==> config.mk <==
export PLATFORM = sky130hd
export DESIGN_NAME = axi_mem_slave_param_flat
export DESIGN_NICKNAME = d
export VERILOG_FILES = /design/src/rtl/axi_mem_slave_param_if.sv /design/src/rtl/axi_mem_slave_param.sv /design/src/flat_wrapper.sv
export SDC_FILE = /design/constraint.sdc
export NUM_CORES = 2
export LEC_CHECK = 0
export ABC_AREA = 1
export BUFFER_PORTS_ARGS = -buffer_cell sky130_fd_sc_hd__buf_4
export CAP_MARGIN = 40
export CORE_MARGIN = 4
export CORE_UTILIZATION = 34
export DETAILED_ROUTE_END_ITERATION = 10
export HOLD_SLACK_MARGIN = 0.03
export PLACE_DENSITY = 0.5
export SLEW_MARGIN = 20
export SYNTH_ARGS = -nofsm -noshare
export SYNTH_HDL_FRONTEND = slang
export SYNTH_SLANG_ARGS = --single-unit
==> constraint.sdc <==
create_clock -name clk -period 2.3 [get_ports clk]
set_input_delay 0.46 -clock clk [delete_from_list [all_inputs] [get_ports clk]]
set_output_delay 0.46 -clock clk [all_outputs]
set_load 0.03 [all_outputs]
==> src/rtl/axi_mem_slave_param_if.sv <==
// Bus bundle for axi_mem_slave_param: AR/R read channels and AW/W/B write
// channels with separate ID/LEN/ADDR fields. WSTRB exists only when the
// AXI_MEM_WSTRB_EN macro is defined.
interface axi_mem_slave_param_if #(
  parameter int DATA_W = 8,
  parameter int ADDR_W = 8,
  parameter int ID_W   = 4,
  parameter int LEN_W  = 4
);
  logic              ARVALID;
  logic              ARREADY;
  logic [ADDR_W-1:0] ARADDR;
  logic [LEN_W-1:0]  ARLEN;
  logic [ID_W-1:0]   ARID;
  logic              RVALID;
  logic              RREADY;
  logic [DATA_W-1:0] RDATA;
  logic [ID_W-1:0]   RID;
  logic [1:0]        RRESP;
  logic              RLAST;
  logic              AWVALID;
  logic              AWREADY;
  logic [ADDR_W-1:0] AWADDR;
  logic [ID_W-1:0]   AWID;
  logic              WVALID;
  logic              WREADY;
  logic [DATA_W-1:0] WDATA;
  logic              WLAST;
`ifdef AXI_MEM_WSTRB_EN
  logic [DATA_W/8-1:0] WSTRB;
`endif
  logic              BVALID;
  logic              BREADY;
  logic [ID_W-1:0]   BID;
  logic [1:0]        BRESP;

  modport slave (
`ifdef AXI_MEM_WSTRB_EN
    input  WSTRB,
`endif
    input  ARVALID, ARADDR, ARLEN, ARID, RREADY,
    input  AWVALID, AWADDR, AWID, WVALID, WDATA, WLAST, BREADY,
    output ARREADY, RVALID, RDATA, RID, RRESP, RLAST,
    output AWREADY, WREADY, BVALID, BID, BRESP
  );

  modport master (
`ifdef AXI_MEM_WSTRB_EN
    output WSTRB,
`endif
    output ARVALID, ARADDR, ARLEN, ARID, RREADY,
    output AWVALID, AWADDR, AWID, WVALID, WDATA, WLAST, BREADY,
    input  ARREADY, RVALID, RDATA, RID, RRESP, RLAST,
    input  AWREADY, WREADY, BVALID, BID, BRESP
  );
endinterface

==> src/rtl/axi_mem_slave_param.sv <==
// Parametrised burst memory slave with independent read and write FSMs,
// SLVERR on out-of-range beats, programmable recovery delay and a read stall
// while the reader points at the word the writer is about to write.
// Optional macro AXI_MEM_WSTRB_EN enables per-byte write strobes (WSTRB).
module axi_mem_slave_param #(
  parameter int DATA_W    = 8,
  parameter int ADDR_W    = 8,
  parameter int MEM_DEPTH = 256,
  parameter int ID_W      = 4,
  parameter int LEN_W     = 4,
  parameter int DLY_W     = 5
) (
  input  logic               clk,
  input  logic               rst,
  axi_mem_slave_param_if.slave bus,
  input  logic [DLY_W-1:0]   DELAY,
  output logic               RIDLE,
  output logic               WIDLE
);
  localparam int PTR_W = ADDR_W + 1;
  localparam logic [PTR_W-1:0] DEPTH = PTR_W'(MEM_DEPTH);

  typedef enum logic [1:0] {R_IDLE, R_DATA, R_DLY} r_state_t;
  typedef enum logic [1:0] {W_IDLE, W_DATA, W_RESP, W_DLY} w_state_t;

  logic [DATA_W-1:0] mem [MEM_DEPTH];

  r_state_t          r_state, r_nxt;
  logic              ar_rdy, rvalid, rlast;
  logic [DATA_W-1:0] rdata;
  logic [1:0]        rresp;
  logic [ID_W-1:0]   r_id;
  logic [LEN_W-1:0]  r_len, r_cnt, ld_cnt, ld_len;
  logic [PTR_W-1:0]  r_ptr, ld_ptr;
  logic [DLY_W-1:0]  r_dly;
  logic              ar_hs, r_hs, r_ld, r_fire, rd_oor;

  w_state_t          w_state, w_nxt;
  logic              aw_rdy, w_rdy, bvalid, w_err;
  logic [1:0]        bresp;
  logic [ID_W-1:0]   w_id;
  logic [PTR_W-1:0]  w_ptr;
  logic [DLY_W-1:0]  w_dly;
  logic              aw_hs, w_hs, b_hs, w_oor, w_en;

  assign bus.ARREADY = ar_rdy;
  assign bus.RVALID  = rvalid;
  assign bus.RDATA   = rdata;
  assign bus.RID     = r_id;
  assign bus.RRESP   = rresp;
  assign bus.RLAST   = rlast;
  assign bus.AWREADY = aw_rdy;
  assign bus.WREADY  = w_rdy;
  assign bus.BVALID  = bvalid;
  assign bus.BID     = w_id;
  assign bus.BRESP   = bresp;
  assign RIDLE       = (r_state == R_IDLE);
  assign WIDLE       = (w_state == W_IDLE);

  // Read next state and the pointer/count of the beat to present next
  always_comb begin
    r_nxt  = r_state;
    ar_hs  = ar_rdy && bus.ARVALID;
    r_hs   = rvalid && bus.RREADY;
    ld_ptr = r_ptr;
    ld_cnt = r_cnt;
    ld_len = r_len;
    r_ld   = 1'b0;
    case (r_state)
      R_IDLE: if (ar_hs) begin
        r_nxt  = R_DATA;
        ld_ptr = {1'b0, bus.ARADDR};
        ld_cnt = '0;
        ld_len = bus.ARLEN;
        r_ld   = 1'b1;
      end
      R_DATA: if (r_hs) begin
        if (rlast) r_nxt = (DELAY == '0) ? R_IDLE : R_DLY;
        else begin
          ld_ptr = r_ptr + 1'b1;
          ld_cnt = r_cnt + 1'b1;
          r_ld   = 1'b1;
        end
      end else if (!rvalid) begin
        r_ld = 1'b1;
      end
      R_DLY:   if (r_dly == DLY_W'(1)) r_nxt = R_IDLE;
      default: r_nxt = R_IDLE;
    endcase
    // A pending beat waits while the writer is about to fill that same word
    r_fire = r_ld && !((w_state == W_DATA) && (w_ptr == ld_ptr));
    rd_oor = (ld_ptr >= DEPTH);
  end

  // Read state register and registered AR ready
  always_ff @(posedge clk or negedge rst) begin
    if (!rst) begin
      r_state <= R_IDLE;
      ar_rdy  <= 1'b0;
    end else begin
      r_state <= r_nxt;
      ar_rdy  <= (r_nxt == R_IDLE);
    end
  end

  // Read datapath: burst bookkeeping, registered R beat, recovery counter
  always_ff @(posedge clk or negedge rst) begin
    if (!rst) begin
      rvalid <= 1'b0;
      rlast  <= 1'b0;
      rdata  <= '0;
      rresp  <= 2'b00;
      r_id   <= '0;
      r_len  <= '0;
      r_cnt  <= '0;
      r_ptr  <= '0;
      r_dly  <= '0;
    end else begin
      if (ar_hs) begin
        r_id  <= bus.ARID;
        r_len <= bus.ARLEN;
      end
      if (r_ld) begin
        r_ptr <= ld_ptr;
        r_cnt <= ld_cnt;
      end
      if (r_fire) begin
        rvalid <= 1'b1;
        rlast  <= (ld_cnt == ld_len);
        rdata  <= rd_oor ? '0 : mem[ld_ptr[ADDR_W-1:0]];
        rresp  <= rd_oor ? 2'b10 : 2'b00;
      end else if (r_hs) begin
        rvalid <= 1'b0;
        rlast  <= 1'b0;
      end
      if (r_hs && rlast && (DELAY != '0)) r_dly <= DELAY;
      else if (r_state == R_DLY)          r_dly <= r_dly - 1'b1;
    end
  end

  // Write next state and memory write enable
  always_comb begin
    w_nxt = w_state;
    aw_hs = aw_rdy && bus.AWVALID;
    w_hs  = w_rdy && bus.WVALID;
    b_hs  = bvalid && bus.BREADY;
    case (w_state)
      W_IDLE:  if (aw_hs) w_nxt = W_DATA;
      W_DATA:  if (w_hs && bus.WLAST) w_nxt = W_RESP;
      W_RESP:  if (b_hs) w_nxt = (DELAY == '0) ? W_IDLE : W_DLY;
      W_DLY:   if (w_dly == DLY_W'(1)) w_nxt = W_IDLE;
      default: w_nxt = W_IDLE;
    endcase
    w_oor = (w_ptr >= DEPTH);
    w_en  = w_hs && !w_oor;
  end

  // Write state register and registered AW/W ready and B valid
  always_ff @(posedge clk or negedge rst) begin
    if (!rst) begin
      w_state <= W_IDLE;
      aw_rdy  <= 1'b0;
      w_rdy   <= 1'b0;
      bvalid  <= 1'b0;
    end else begin
      w_state <= w_nxt;
      aw_rdy  <= (w_nxt == W_IDLE);
      w_rdy   <= (w_nxt == W_DATA);
      bvalid  <= (w_nxt == W_RESP);
    end
  end

  // Write datapath: pointer (saturating, never wraps), sticky error, response
  always_ff @(posedge clk or negedge rst) begin
    if (!rst) begin
      w_ptr <= '0;
      w_id  <= '0;
      w_err <= 1'b0;
      bresp <= 2'b00;
      w_dly <= '0;
    end else begin
      if (aw_hs) begin
        w_ptr <= {1'b0, bus.AWADDR};
        w_id  <= bus.AWID;
        w_err <= 1'b0;
      end
      if (w_hs) begin
        if (!(&w_ptr)) w_ptr <= w_ptr + 1'b1;
        if (w_oor)     w_err <= 1'b1;
        if (bus.WLAST) bresp <= (w_err || w_oor) ? 2'b10 : 2'b00;
      end
      if (b_hs && (DELAY != '0)) w_dly <= DELAY;
      else if (w_state == W_DLY) w_dly <= w_dly - 1'b1;
    end
  end

  // Memory array write port; contents are deliberately not reset
  always_ff @(posedge clk) begin
    if (w_en) begin
`ifdef AXI_MEM_WSTRB_EN
      for (int i = 0; i < DATA_W/8; i++)
        if (bus.WSTRB[i]) mem[w_ptr[ADDR_W-1:0]][i*8 +: 8] <= bus.WDATA[i*8 +: 8];
`else
      mem[w_ptr[ADDR_W-1:0]] <= bus.WDATA;
`endif
    end
  end
endmodule

==> src/flat_wrapper.sv <==
// flat-port wrapper written by rule: the top's interface ports become plain ports
module axi_mem_slave_param_flat 
#(
  parameter int DATA_W    = 8,
  parameter int ADDR_W    = 8,
  parameter int MEM_DEPTH = 256,
  parameter int ID_W      = 4,
  parameter int LEN_W     = 4,
  parameter int DLY_W     = 5
)
  (clk, rst, DELAY, RIDLE, WIDLE, bus_ARVALID, bus_ARADDR, bus_ARLEN, bus_ARID, bus_RREADY, bus_AWVALID, bus_AWADDR, bus_AWID, bus_WVALID, bus_WDATA, bus_WLAST, bus_BREADY, bus_ARREADY, bus_RVALID, bus_RDATA, bus_RID, bus_RRESP, bus_RLAST, bus_AWREADY, bus_WREADY, bus_BVALID, bus_BID, bus_BRESP);
  axi_mem_slave_param_if #(.DATA_W(DATA_W), .ADDR_W(ADDR_W), .ID_W(ID_W), .LEN_W(LEN_W)) bus_i ();
  input  logic clk;
  input  logic rst;
  input  logic [DLY_W-1:0] DELAY;
  output logic RIDLE;
  output logic WIDLE;
  input wire logic [$bits(bus_i.ARVALID)-1:0] bus_ARVALID;
  input wire logic [$bits(bus_i.ARADDR)-1:0] bus_ARADDR;
  input wire logic [$bits(bus_i.ARLEN)-1:0] bus_ARLEN;
  input wire logic [$bits(bus_i.ARID)-1:0] bus_ARID;
  input wire logic [$bits(bus_i.RREADY)-1:0] bus_RREADY;
  input wire logic [$bits(bus_i.AWVALID)-1:0] bus_AWVALID;
  input wire logic [$bits(bus_i.AWADDR)-1:0] bus_AWADDR;
  input wire logic [$bits(bus_i.AWID)-1:0] bus_AWID;
  input wire logic [$bits(bus_i.WVALID)-1:0] bus_WVALID;
  input wire logic [$bits(bus_i.WDATA)-1:0] bus_WDATA;
  input wire logic [$bits(bus_i.WLAST)-1:0] bus_WLAST;
  input wire logic [$bits(bus_i.BREADY)-1:0] bus_BREADY;
  output wire logic [$bits(bus_i.ARREADY)-1:0] bus_ARREADY;
  output wire logic [$bits(bus_i.RVALID)-1:0] bus_RVALID;
  output wire logic [$bits(bus_i.RDATA)-1:0] bus_RDATA;
  output wire logic [$bits(bus_i.RID)-1:0] bus_RID;
  output wire logic [$bits(bus_i.RRESP)-1:0] bus_RRESP;
  output wire logic [$bits(bus_i.RLAST)-1:0] bus_RLAST;
  output wire logic [$bits(bus_i.AWREADY)-1:0] bus_AWREADY;
  output wire logic [$bits(bus_i.WREADY)-1:0] bus_WREADY;
  output wire logic [$bits(bus_i.BVALID)-1:0] bus_BVALID;
  output wire logic [$bits(bus_i.BID)-1:0] bus_BID;
  output wire logic [$bits(bus_i.BRESP)-1:0] bus_BRESP;
  assign bus_i.ARVALID = bus_ARVALID;
  assign bus_i.ARADDR = bus_ARADDR;
  assign bus_i.ARLEN = bus_ARLEN;
  assign bus_i.ARID = bus_ARID;
  assign bus_i.RREADY = bus_RREADY;
  assign bus_i.AWVALID = bus_AWVALID;
  assign bus_i.AWADDR = bus_AWADDR;
  assign bus_i.AWID = bus_AWID;
  assign bus_i.WVALID = bus_WVALID;
  assign bus_i.WDATA = bus_WDATA;
  assign bus_i.WLAST = bus_WLAST;
  assign bus_i.BREADY = bus_BREADY;
  assign bus_ARREADY = bus_i.ARREADY;
  assign bus_RVALID = bus_i.RVALID;
  assign bus_RDATA = bus_i.RDATA;
  assign bus_RID = bus_i.RID;
  assign bus_RRESP = bus_i.RRESP;
  assign bus_RLAST = bus_i.RLAST;
  assign bus_AWREADY = bus_i.AWREADY;
  assign bus_WREADY = bus_i.WREADY;
  assign bus_BVALID = bus_i.BVALID;
  assign bus_BID = bus_i.BID;
  assign bus_BRESP = bus_i.BRESP;
  axi_mem_slave_param #(.DATA_W(DATA_W), .ADDR_W(ADDR_W), .MEM_DEPTH(MEM_DEPTH), .ID_W(ID_W), .LEN_W(LEN_W), .DLY_W(DLY_W)) u_core (.clk(clk), .rst(rst), .bus(bus_i), .DELAY(DELAY), .RIDLE(RIDLE), .WIDLE(WIDLE));
endmodule
==> flow_summary.ini <==
[logic_synthesis]
syn-instance-count = 7431
synth_edf_count = 2048
synth_area_mm2 = 0.0872
ys_ff_latch = 2113
synth.avg_cell_area_um2 = 11.7
synth_area_leaders = edfxtp_1 (71%), nand3_1 (15%), nand2_1 (7.2%)
ys_warn_count = 0
ys_seq_area_frac = 0.724
synthMostInstantiatedCell = nand3_1
ys_types = 43
yosys.area.top_type = edfxtp_1
yosys_most_used_dff = edfxtp_1
synthArstFlopShare = 0.0308
yosys.area.top_type_share = 0.705
synth_common_cells = nand3_1 (2575), edfxtp_1 (2048), nand2_1 (1679)

[job]
cap_viol_max_count = 0

[critical_path]
slowest_stage = dfrtp_2
worstPathCellList = buf_6 -> nor2_4 -> buf_6 -> nor2_2 -> nor2_1 -> nand2_2 -> nand2_8 -> buf_6 -> buf_4 -> bufbuf_16 -> nand3_1 -> nand3_1 -> nand3_1 -> nand3_1 -> nand3_2 -> nand3_1 -> nand3_1 -> nand3_1 -> nand2_1
crit_buf_inv = 5
arrival_ns = 3.71
critPathTopFamily = simple AND/OR/NAND/NOR gates
critPathKind = reg -> reg
endpoint = u_core.bus.RDATA[5]$_DFFE_PN0P_
path_depth = 19
worst-r2r-cell-count = 19
worstPathRequired_ns = 3.04
crit_start = u_core.bus.RLAST$_DFFE_PN0P_
worstReg2RegStart = u_core.bus.RLAST$_DFFE_PN0P_
start_kind = flip-flop
r2r-end = u_core.bus.RDATA[5]$_DFFE_PN0P_
cp_max_fo = 10
critPathCaptureType = flip-flop
crit_top_cell = nand3_1
rrSetupSlack_ns = -0.67
cpPeakStageDelay_ns = 0.43

[layout]
finalInstanceArea_mm2 = 0.111
fill_cells = 23300
drive_above_1_share = 0.206
nNetsFinal = 8256
syn_to_final_growth_pct = 26.9

[sta]
max-slew-margin-rel = 0.491
hold_viol = 0
holdWs_ns = 0.0850
fin_ws_ns = -0.671
drv_slew = 0
skew_ns = 0.0354
post-route-min-period_ns = 2.97
setup_violations = 11
tightest_slew_ns = 0.761
max_freq_mhz = 337
fin_crit_sh = 1.29
rsz0062_at_grt = true

[global_routing]
grt_max_degree = 91
grt_util_all_layers = 0.215
grt_pass1_vias = 60800
grt_pass1_wl_um = 425000
antenna_found_initial = 4
grt_overflow = 0

[cts]
clock_latency_ns = 0.86
cts_root_buffer = clkbuf_16
clkSlewWorstSetupHoldPaths_ns = 0.06
h-tree-depth = 4
cts_tree = yes
cts_buffers = 220
clockBufferDepth = 3
cts_sinks = 2113

[power_and_ir_drop]
power_density_mw_per_mm2 = 1660
peakVddDrop_mv = 1.00
p_leak_nw = 40.1

[drt]
num_vias = 62600
wl_per_cell_um = 25.0
ant_nets = 0
drtIter0Drc = 6943
viasPerCell = 5.32
dr.pass1.iters = 6
drc = 0
wl_um = 294000

[run_status]
violations = setup timing
status = finished with violations

[worst_hold_path]
hp-class = in -> reg

[die]
fp-row-count = 185
coreArea_mm2 = 0.255
pin_count = 77
dieHeight_um = 514
start_util = 0.342
die_w_um = 514
dieArea_mm2 = 0.265

[placed_design]
place_area_mm2 = 0.0983
gp_congestion = 0.865
place_hpwl_um = 176000
port_buffers = 74
metrics by stage:
stage          power [mW]  utilization  TNS, ns  instances  worst slack, ns
6_report              184        0.435    -6.27      11800           -0.671
5_1_grt               193        0.435    -7.50      11800           -0.752
4_1_cts               180        0.430    -6.54      11700           -0.661
3_5_place_dp          129        0.386   -13.74      11200            -1.26
3_3_place_gp          129        0.386   -14.04      11200            -1.31
2_1_floorplan        90.8            -   -34.48       7432           -0.176
how the worst min path moves through the flow:
stage	start	endpoint	slack, ns	cells past startpoint
2_1_floorplan	rst	u_core.bus.ARREADY$_DFF_PN0_	0.16	0
3_3_place_gp	u_core.bus.RID[2]$_DFFE_PN0N_	u_core.bus.RID[2]$_DFFE_PN0N_	0.47	2
3_5_place_dp	u_core.bus.RID[2]$_DFFE_PN0N_	u_core.bus.RID[2]$_DFFE_PN0N_	0.47	2
4_1_cts	bus_WDATA[7]	u_core.mem[141][7]$_DFFE_PP_	0.03	1
5_1_grt	bus_WDATA[2]	u_core.mem[133][2]$_DFFE_PP_	0.05	1
6_report	bus_WDATA[7]	u_core.mem[141][7]$_DFFE_PP_	0.08	1
cells by family after synthesis:
kind of cell / synth area share
AOI/OAI and AO/OA: 0.00438
other: 0.0000430
muxes: 0.000115
adders and majority gates: 0.00158
xor gates and xnor gates: 0.00191
DFF: 0.724
buffers and inverters: 0.0315
and+or+nand+nor: 0.237
routing by layer:
layer | wire length, um | up-vias | GRT usage
li1 | - | 28400 | -
met1 | 126000 | 31400 | 0.302
met2 | 139000 | 2352 | 0.351
met3 | 19600 | 411 | 0.0293
met4 | 8650 | 0 | 0.0605
met5 | 0 | - | 0
power breakdown:
group          switching, mW  internal, mW  total [mW]
sequential             0.642          42.9        43.6
combinational           64.5          40.4         105
clock                   15.3          20.4        35.8
total                   80.4           104         184
registers in the layout, indices dropped and copies added (netlist names), 2 cells and up:
register / flops
u_core.mem: 2048
u_core.r_ptr: 9
u_core.w_ptr: 9
u_core.bus.RDATA: 8
u_core.r_dly: 5
u_core.w_dly: 5
u_core.bus.BID: 4
u_core.bus.RID: 4
u_core.r_cnt: 4
u_core.r_len: 4
u_core.r_state: 2
u_core.w_state: 2
timing repair:
| action | CTS | global route |
|---|---|---|
| setup buffers | 74 | 20 |
| gates resized for setup | 318 | 157 |
| pin swaps | 36 | 26 |
| setup endpoints to repair | 47 | 95 |
| hold buffers | 43 | 0 |
| hold endpoints to repair | 144 | 0 |
| cloned | 42 | 10 |
placed cells by master (no fill, tap or decap), types with 7 or more instances in the layout:
cell | Yosys | layout
clkinv_1 | 3 | 44
bufinv_16 | 0 | 21
nand2_2 | 3 | 12
nand3_4 | 0 | 46
ha_1 | 11 | 9
clkinvlp_4 | 0 | 10
clkbuf_16 | 0 | 232
buf_8 | 0 | 19
nor2_2 | 3 | 53
nand2_1 | 1679 | 1664
edfxtp_1 | 2048 | 2048
bufbuf_16 | 0 | 16
buf_6 | 1 | 38
buf_12 | 0 | 178
clkbuf_8 | 0 | 10
inv_1 | 63 | 58
inv_2 | 6 | 8
clkinv_2 | 1 | 55
dfrtp_1 | 65 | 62
dlygate4sd3_1 | 0 | 43
buf_4 | 28 | 718
nand4_1 | 17 | 17
nor2_4 | 2 | 10
o21ai_0 | 33 | 31
nand3_2 | 0 | 194
inv_6 | 0 | 7
nand3_1 | 2575 | 2335
nor2_1 | 305 | 247
buf_16 | 0 | 61
xor2_1 | 14 | 13
clkbuf_1 | 203 | 40
final cells by class:
cell class / instances / area (um^2) / share of cell area
sequential: 2113 / 63100 / 0.571
antenna: 2 / 5.00 / 0.0000452
inverter: 73 / 330 / 0.00299
timing repair buffer: 1082 / 12500 / 0.113
clock buffer: 273 / 5870 / 0.0530
tap: 3366 / 4210 / 0.0381
timing repair inverter: 2 / 25.0 / 0.000226
multi-input combinational: 4704 / 23200 / 0.210
clock inverter: 141 / 1320 / 0.0120
Note: power is estimated with default switching activity, not from simulation.
